`src/rtl/seq_detector_param_if.sv`:
```
// Serial detector bus: bit stream and runtime configuration in, match flag and counter out.
// master drives the stream and configuration; slave is the detector.
interface seq_detector_param_if #(
    parameter int PAT_W = 4,
    parameter int CNT_W = 8
);
    localparam int LEN_W = $clog2(PAT_W + 1);

    logic             x;
    logic             x_valid;
    logic             pat_load;
    logic [PAT_W-1:0] pat_in;
    logic [LEN_W-1:0] len_in;
    logic             overlap_in;
    logic             cnt_clr;
    logic             z;
    logic             z_q;
    logic [CNT_W-1:0] match_cnt;

    modport master (
        output x, x_valid, pat_load, pat_in, len_in, overlap_in, cnt_clr,
        input  z, z_q, match_cnt
    );

    modport slave (
        input  x, x_valid, pat_load, pat_in, len_in, overlap_in, cnt_clr,
        output z, z_q, match_cnt
    );
endinterface

```
`src/rtl/seq_detector_param.sv`:
```
// Programmable serial pattern detector: z is zero-latency Mealy, z_q and match_cnt one edge later.
// No backpressure: x is consumed on every x_valid cycle; pat_load takes priority over x_valid.
module seq_detector_param #(
    parameter int               PAT_W   = 4,
    parameter logic [PAT_W-1:0] PAT_RST = 4'b1011,
    parameter int               CNT_W   = 8
) (
    input  logic                clk,
    input  logic                reset,
    seq_detector_param_if.slave bus
);
    localparam int               LEN_W   = $clog2(PAT_W + 1);
    localparam logic [LEN_W-1:0] LEN_MAX = LEN_W'(PAT_W);

    logic [PAT_W-1:0] pat_q,  pat_d;
    logic [LEN_W-1:0] len_q,  len_d;
    logic             ovl_q,  ovl_d;
    // Only the newest PAT_W-1 bits are kept; the oldest would never reach the comparator.
    logic [PAT_W-2:0] hist_q, hist_d;
    logic [LEN_W-1:0] fill_q, fill_d;
    logic [CNT_W-1:0] cnt_q,  cnt_d;
    logic             zr_q,   zr_d;

    logic [PAT_W-1:0] cand;
    logic [PAT_W-1:0] len_mask;
    logic [LEN_W-1:0] len_clamped;
    logic             pat_hit;
    logic             fill_ok;
    logic             z;

    always_comb begin
        cand     = {hist_q, bus.x};
        len_mask = '0;
        for (int i = 0; i < PAT_W; i++) begin
            len_mask[i] = (i < int'(len_q));
        end
        pat_hit = (((cand ^ pat_q) & len_mask) == '0);
        fill_ok = (({1'b0, fill_q} + (LEN_W + 1)'(1)) >= {1'b0, len_q});
        z       = bus.x_valid & ~bus.pat_load & ~reset & fill_ok & pat_hit;

        len_clamped = bus.len_in;
        if (bus.len_in == '0 || bus.len_in > LEN_MAX) begin
            len_clamped = LEN_MAX;
        end
    end

    always_comb begin
        pat_d  = pat_q;
        len_d  = len_q;
        ovl_d  = ovl_q;
        hist_d = hist_q;
        fill_d = fill_q;
        cnt_d  = cnt_q;
        zr_d   = z;

        if (bus.pat_load) begin
            pat_d  = bus.pat_in;
            len_d  = len_clamped;
            ovl_d  = bus.overlap_in;
            hist_d = '0;
            fill_d = '0;
        end else if (bus.x_valid) begin
            if (z && !ovl_q) begin
                hist_d = '0;
                fill_d = '0;
            end else begin
                hist_d = cand[PAT_W-2:0];
                if (fill_q != LEN_MAX) begin
                    fill_d = fill_q + LEN_W'(1);
                end
            end
        end

        // A clear that coincides with a match keeps that match.
        if (bus.cnt_clr) begin
            cnt_d = z ? CNT_W'(1) : '0;
        end else if (z && cnt_q != '1) begin
            cnt_d = cnt_q + CNT_W'(1);
        end
    end

    always_ff @(posedge clk) begin
        if (reset) begin
            pat_q  <= PAT_RST;
            len_q  <= LEN_MAX;
            ovl_q  <= 1'b1;
            hist_q <= '0;
            fill_q <= '0;
            cnt_q  <= '0;
            zr_q   <= 1'b0;
        end else begin
            pat_q  <= pat_d;
            len_q  <= len_d;
            ovl_q  <= ovl_d;
            hist_q <= hist_d;
            fill_q <= fill_d;
            cnt_q  <= cnt_d;
            zr_q   <= zr_d;
        end
    end

    assign bus.z         = z;
    assign bus.z_q       = zr_q;
    assign bus.match_cnt = cnt_q;
endmodule

```
`src/flat_wrapper.sv`:
```
// flat-port wrapper written by rule: the top's interface ports become plain ports
module seq_detector_param_flat 
#(
    parameter int               PAT_W   = 4,
    parameter logic [PAT_W-1:0] PAT_RST = 4'b1011,
    parameter int               CNT_W   = 8
)
  (clk, reset, bus_x, bus_x_valid, bus_pat_load, bus_pat_in, bus_len_in, bus_overlap_in, bus_cnt_clr, bus_z, bus_z_q, bus_match_cnt);
  seq_detector_param_if #(.PAT_W(PAT_W), .CNT_W(CNT_W)) bus_i ();
  input  logic clk;
  input  logic reset;
  input wire logic [$bits(bus_i.x)-1:0] bus_x;
  input wire logic [$bits(bus_i.x_valid)-1:0] bus_x_valid;
  input wire logic [$bits(bus_i.pat_load)-1:0] bus_pat_load;
  input wire logic [$bits(bus_i.pat_in)-1:0] bus_pat_in;
  input wire logic [$bits(bus_i.len_in)-1:0] bus_len_in;
  input wire logic [$bits(bus_i.overlap_in)-1:0] bus_overlap_in;
  input wire logic [$bits(bus_i.cnt_clr)-1:0] bus_cnt_clr;
  output wire logic [$bits(bus_i.z)-1:0] bus_z;
  output wire logic [$bits(bus_i.z_q)-1:0] bus_z_q;
  output wire logic [$bits(bus_i.match_cnt)-1:0] bus_match_cnt;
  assign bus_i.x = bus_x;
  assign bus_i.x_valid = bus_x_valid;
  assign bus_i.pat_load = bus_pat_load;
  assign bus_i.pat_in = bus_pat_in;
  assign bus_i.len_in = bus_len_in;
  assign bus_i.overlap_in = bus_overlap_in;
  assign bus_i.cnt_clr = bus_cnt_clr;
  assign bus_z = bus_i.z;
  assign bus_z_q = bus_i.z_q;
  assign bus_match_cnt = bus_i.match_cnt;
  seq_detector_param #(.PAT_W(PAT_W), .PAT_RST(PAT_RST), .CNT_W(CNT_W)) u_core (.clk(clk), .reset(reset), .bus(bus_i));
endmodule
```
`config.mk`:
```
export PLATFORM = sky130hd
export DESIGN_NAME = seq_detector_param_flat
export DESIGN_NICKNAME = d
export VERILOG_FILES = /design/src/rtl/seq_detector_param_if.sv /design/src/rtl/seq_detector_param.sv /design/src/flat_wrapper.sv
export SDC_FILE = /design/constraint.sdc
export NUM_CORES = 1
export LEC_CHECK = 0
export ABC_AREA = 1
export CAP_MARGIN = 25
export CELL_PAD_IN_SITES_DETAIL_PLACEMENT = 0
export CELL_PAD_IN_SITES_GLOBAL_PLACEMENT = 1
export CORE_UTILIZATION = 41
export CTS_CLUSTER_DIAMETER = 120
export CTS_CLUSTER_SIZE = 28
export DETAILED_ROUTE_END_ITERATION = 12
export PLACE_DENSITY_LB_ADDON = 0.1
export SLEW_MARGIN = 0
export SYNTH_ARGS = -nofsm -noshare
export SYNTH_HDL_FRONTEND = slang
export SYNTH_SLANG_ARGS = --single-unit
export TNS_END_PERCENT = 50
```
`constraint.sdc`:
```
create_clock -name clk -period 3.85 [get_ports clk]
set_input_delay 0.9625 -clock clk [delete_from_list [all_inputs] [get_ports clk]]
set_output_delay 0.9625 -clock clk [all_outputs]
set_load 0.02 [all_outputs]
```
==> key figures <==
Status
  – Status: finished clean

Placement
  – Final GP Congestion: 0.724
  – Dpl ws: 0.0990 ns
  – Detailed placement HPWL: 2210 µm
  – Port bufs: 23

Synthesis
  – Seq/Total Area, Yosys: 32.3%
  – Cells after Synth: 187
  – Leading area contributor after synthesis: dfxtp_1
  – Cell Area, Synth: 0.00142 mm²
  – Area contributors post-synth: dfxtp_1 (32%), nand2_1 (9.8%), inv_1 (7.4%), ha_1 (6.2%), a21oi_1 (4.9%)
  – Yosys top cell area share: 32.3%
  – Post-synthesis register bit count: 23
  – Number of synthesis warnings: 0
  – Yosys cell types: 31
  – Synthesized netlist net count: 208
  – Mapped Avg Cell Area: 7.61 µm²

Clocking
  – CTS H-Tree Depth: 1
  – Clock-pin transition on the worst setup and hold timing paths: 0.12 ns
  – Cts hold-fix bufs: 0
  – Post-CTS Setup Bufs: 0
  – Worst skew pair latency: 0.31 ns
  – Clock Sinks: 23
  – CTS tree: yes
  – Root buf cell: clkbuf_4
  – Max clock buf depth: 2
  – Number of CTS-inserted buffers: 3
  – Post-CTS sizing: 0

STA
  – Final WS setup: 0.114 ns
  – Worst Tran Pin Value: 0.409 ns
  – Setup violations, final: 0
  – Final Hold Violating Endpoints: 0
  – Setup TNS: 0 ns
  – Rel. slew slack: 72.6%
  – Fmax: 268 MHz
  – Layout Skew: 0.00782 ns
  – Final min period: 3.74 ns
  – Period utilisation layout: 97.0%
  – Final Slew Violations: 0
  – Setup repair after global routing missed its margin: false

Route
  – Top Metal Used: met4
  – DR iter-0 viols: 41
  – Drt drc: 0
  – Routed WL per cell: 10.6 µm
  – DRT met1 WL: 1290 µm
  – Met2 WL: 1320 µm
  – Antenna viol nets, final: 0
  – TritonRoute pass-1 iters: 4
  – Avg Vias per Cell: 4.61
  – Met3 routed WL: 118 µm
  – Vias post-DR: 1198
  – Routed WL: 2760 µm

Layout
  – Nets@finish: 236
  – Fillers: 349
  – Most common cell after layout, fill and taps aside: nand2_1
  – N_diodes: 0
  – Most frequent cells in the layout: nand2_1 (37), inv_1 (28), clkdlybuf4s50_1 (23), dfxtp_1 (23), nor2_1 (15)
  – Layout cells sized above 1: 15.0%
  – Area Growth Syn to Fin: 21.0%
  – Final Core Density: 51.6%

Floorplan
  – Initial core utilization: 42.7%
  – Core area: 0.00334 mm²
  – IO Count: 24
  – Die area: 0.00371 mm²
  – FP Rows: 21
  – Die Span Y: 60.9 µm
  – Die extent in x: 60.9 µm

Global routing
  – GRT Util Overall: 16.7%
  – Aggregate global routing overflow: 0
  – Antenna violations before repair: 0
  – Largest net degree at the start of global routing: 13
  – Global-route wire length before repair: 4460 µm
  – Vias in the first global route: 1060

Worst setup path
  – Crit-path slowest cell: clkdlybuf4s50_1
  – CP Capture Type: output port
  – WS Path Type: in2out
  – Startpoint Class: input port
  – Critical Path RT: 2.89 ns
  – Largest fanout on the critical path: 9
  – Top Family by Delay on Critical Path: buffers and inverters
  – Critical Path AT: 2.77 ns
  – Crit path buf inv count: 4
  – Crit-path max cell delay: 0.61 ns
  – CP Cell Sequence: clkdlybuf4s50_1, inv_12, nand2_8, nor2_8, nand3_4, nor2_8, nand2_2, clkinv_1, clkdlybuf4s50_1

Power and ir drop
  – Worst vdd ir: 0.0000957 V
  – Leakage Power: 0.752 nW
  – Power per Cell Area: 256 mW/mm²

Run
  – Max Cap Viol: 0

Hold path
  – Min-Delay Path Class: reg2reg
[power breakdown]
| group | internal [mW] | switching (mW) |
|---|---|---|
| Combinational | 0.0337 | 0.0437 |
| Clock | 0.0404 | 0.0734 |
| Sequential | 0.245 | 0.00507 |
[synthesized netlist by cell type, drive strengths merged]
cell,count
a21oi,16
a22oi,1
buf,3
clkinv,2
dfxtp,23
ha,7
inv,33
nand2,46
nand3,18
nand4,1
nor2,18
nor3,2
o21ai,13
o21bai,1
or2,1
xnor2,1
xor2,1
[cell type report]
class	instances	area (µm²)	share of cell area, %
Timing Repair Buffer	26	253	14.7
Inverter	35	161	9.37
Multi-Input combinational cell	126	764	44.4
Sequential cell	23	460	26.7
Tap cell	46	57.6	3.34
Clock buffer	4	26.3	1.53
[registers in the layout (all words and copies together), names as in the netlist]
register              count
u_core.bus.match_cnt      8
u_core.fill_q             3
u_core.bus.z_q            1
u_core.ovl_q              1
u_core.pat_q              4
u_core.hist_q             3
u_core.len_q              3
[path summary, 6_finish.rpt]
path | startpoint | slack, ns | cells past startpoint | to
max | bus_pat_load | 0.11 | 9 | bus_z
min | u_core.pat_q[3]$_SDFFE_PP1P_ | 0.49 | 2 | u_core.pat_q[3]$_SDFFE_PP1P_
max reg2reg | u_core.fill_q[0]$_SDFFE_PP0P_ | 1.89 | 12 | u_core.bus.match_cnt[3]$_SDFFE_PP0P_
min reg2reg | u_core.pat_q[3]$_SDFFE_PP1P_ | 0.49 | 2 | u_core.pat_q[3]$_SDFFE_PP1P_
[stage by stage]
| stage | power, mW | cells | instance area (µm²) | hold WS [ns] |
|---|---|---|---|---|
| after floorplan | 0.310 | 187 | 1420 | 0.450 |
| after global placement | 0.332 | 256 | 1700 | 0.465 |
| after detailed placement | 0.333 | 256 | 1700 | 0.475 |
| after CTS | 0.450 | 260 | 1720 | 0.494 |
| after global routing | 0.468 | 260 | 1720 | 0.517 |
| final | 0.441 | 260 | 1720 | 0.489 |
[logic make-up (layout without fill, tap and decap cells)]
group	after synthesis	in the layout	share of synthesized area (%)
adders and majority gates	7	7	6.15
xor gates and xnor gates	2	2	1.23
buffers and inverters	38	65	14.0
and+or+nand+nor	86	86	34.3
DFF	23	23	32.3
AOI/OAI and AO/OA	31	31	12.0
[tightest hold or removal path: stages (launching register included)]
cell	delay (ns)
dfxtp_1	0.33
inv_1	0.06
o21ai_0	0.06
[routing by layer]
metal / up-vias / track usage [%]
met3: 2 / 3.41
li1: 642 / -
met1: 529 / 21.7
met2: 25 / 26.8
met5: - / 0
met4: 0 / 6.82
No activity file was read; power rests on OpenSTA's default activity.
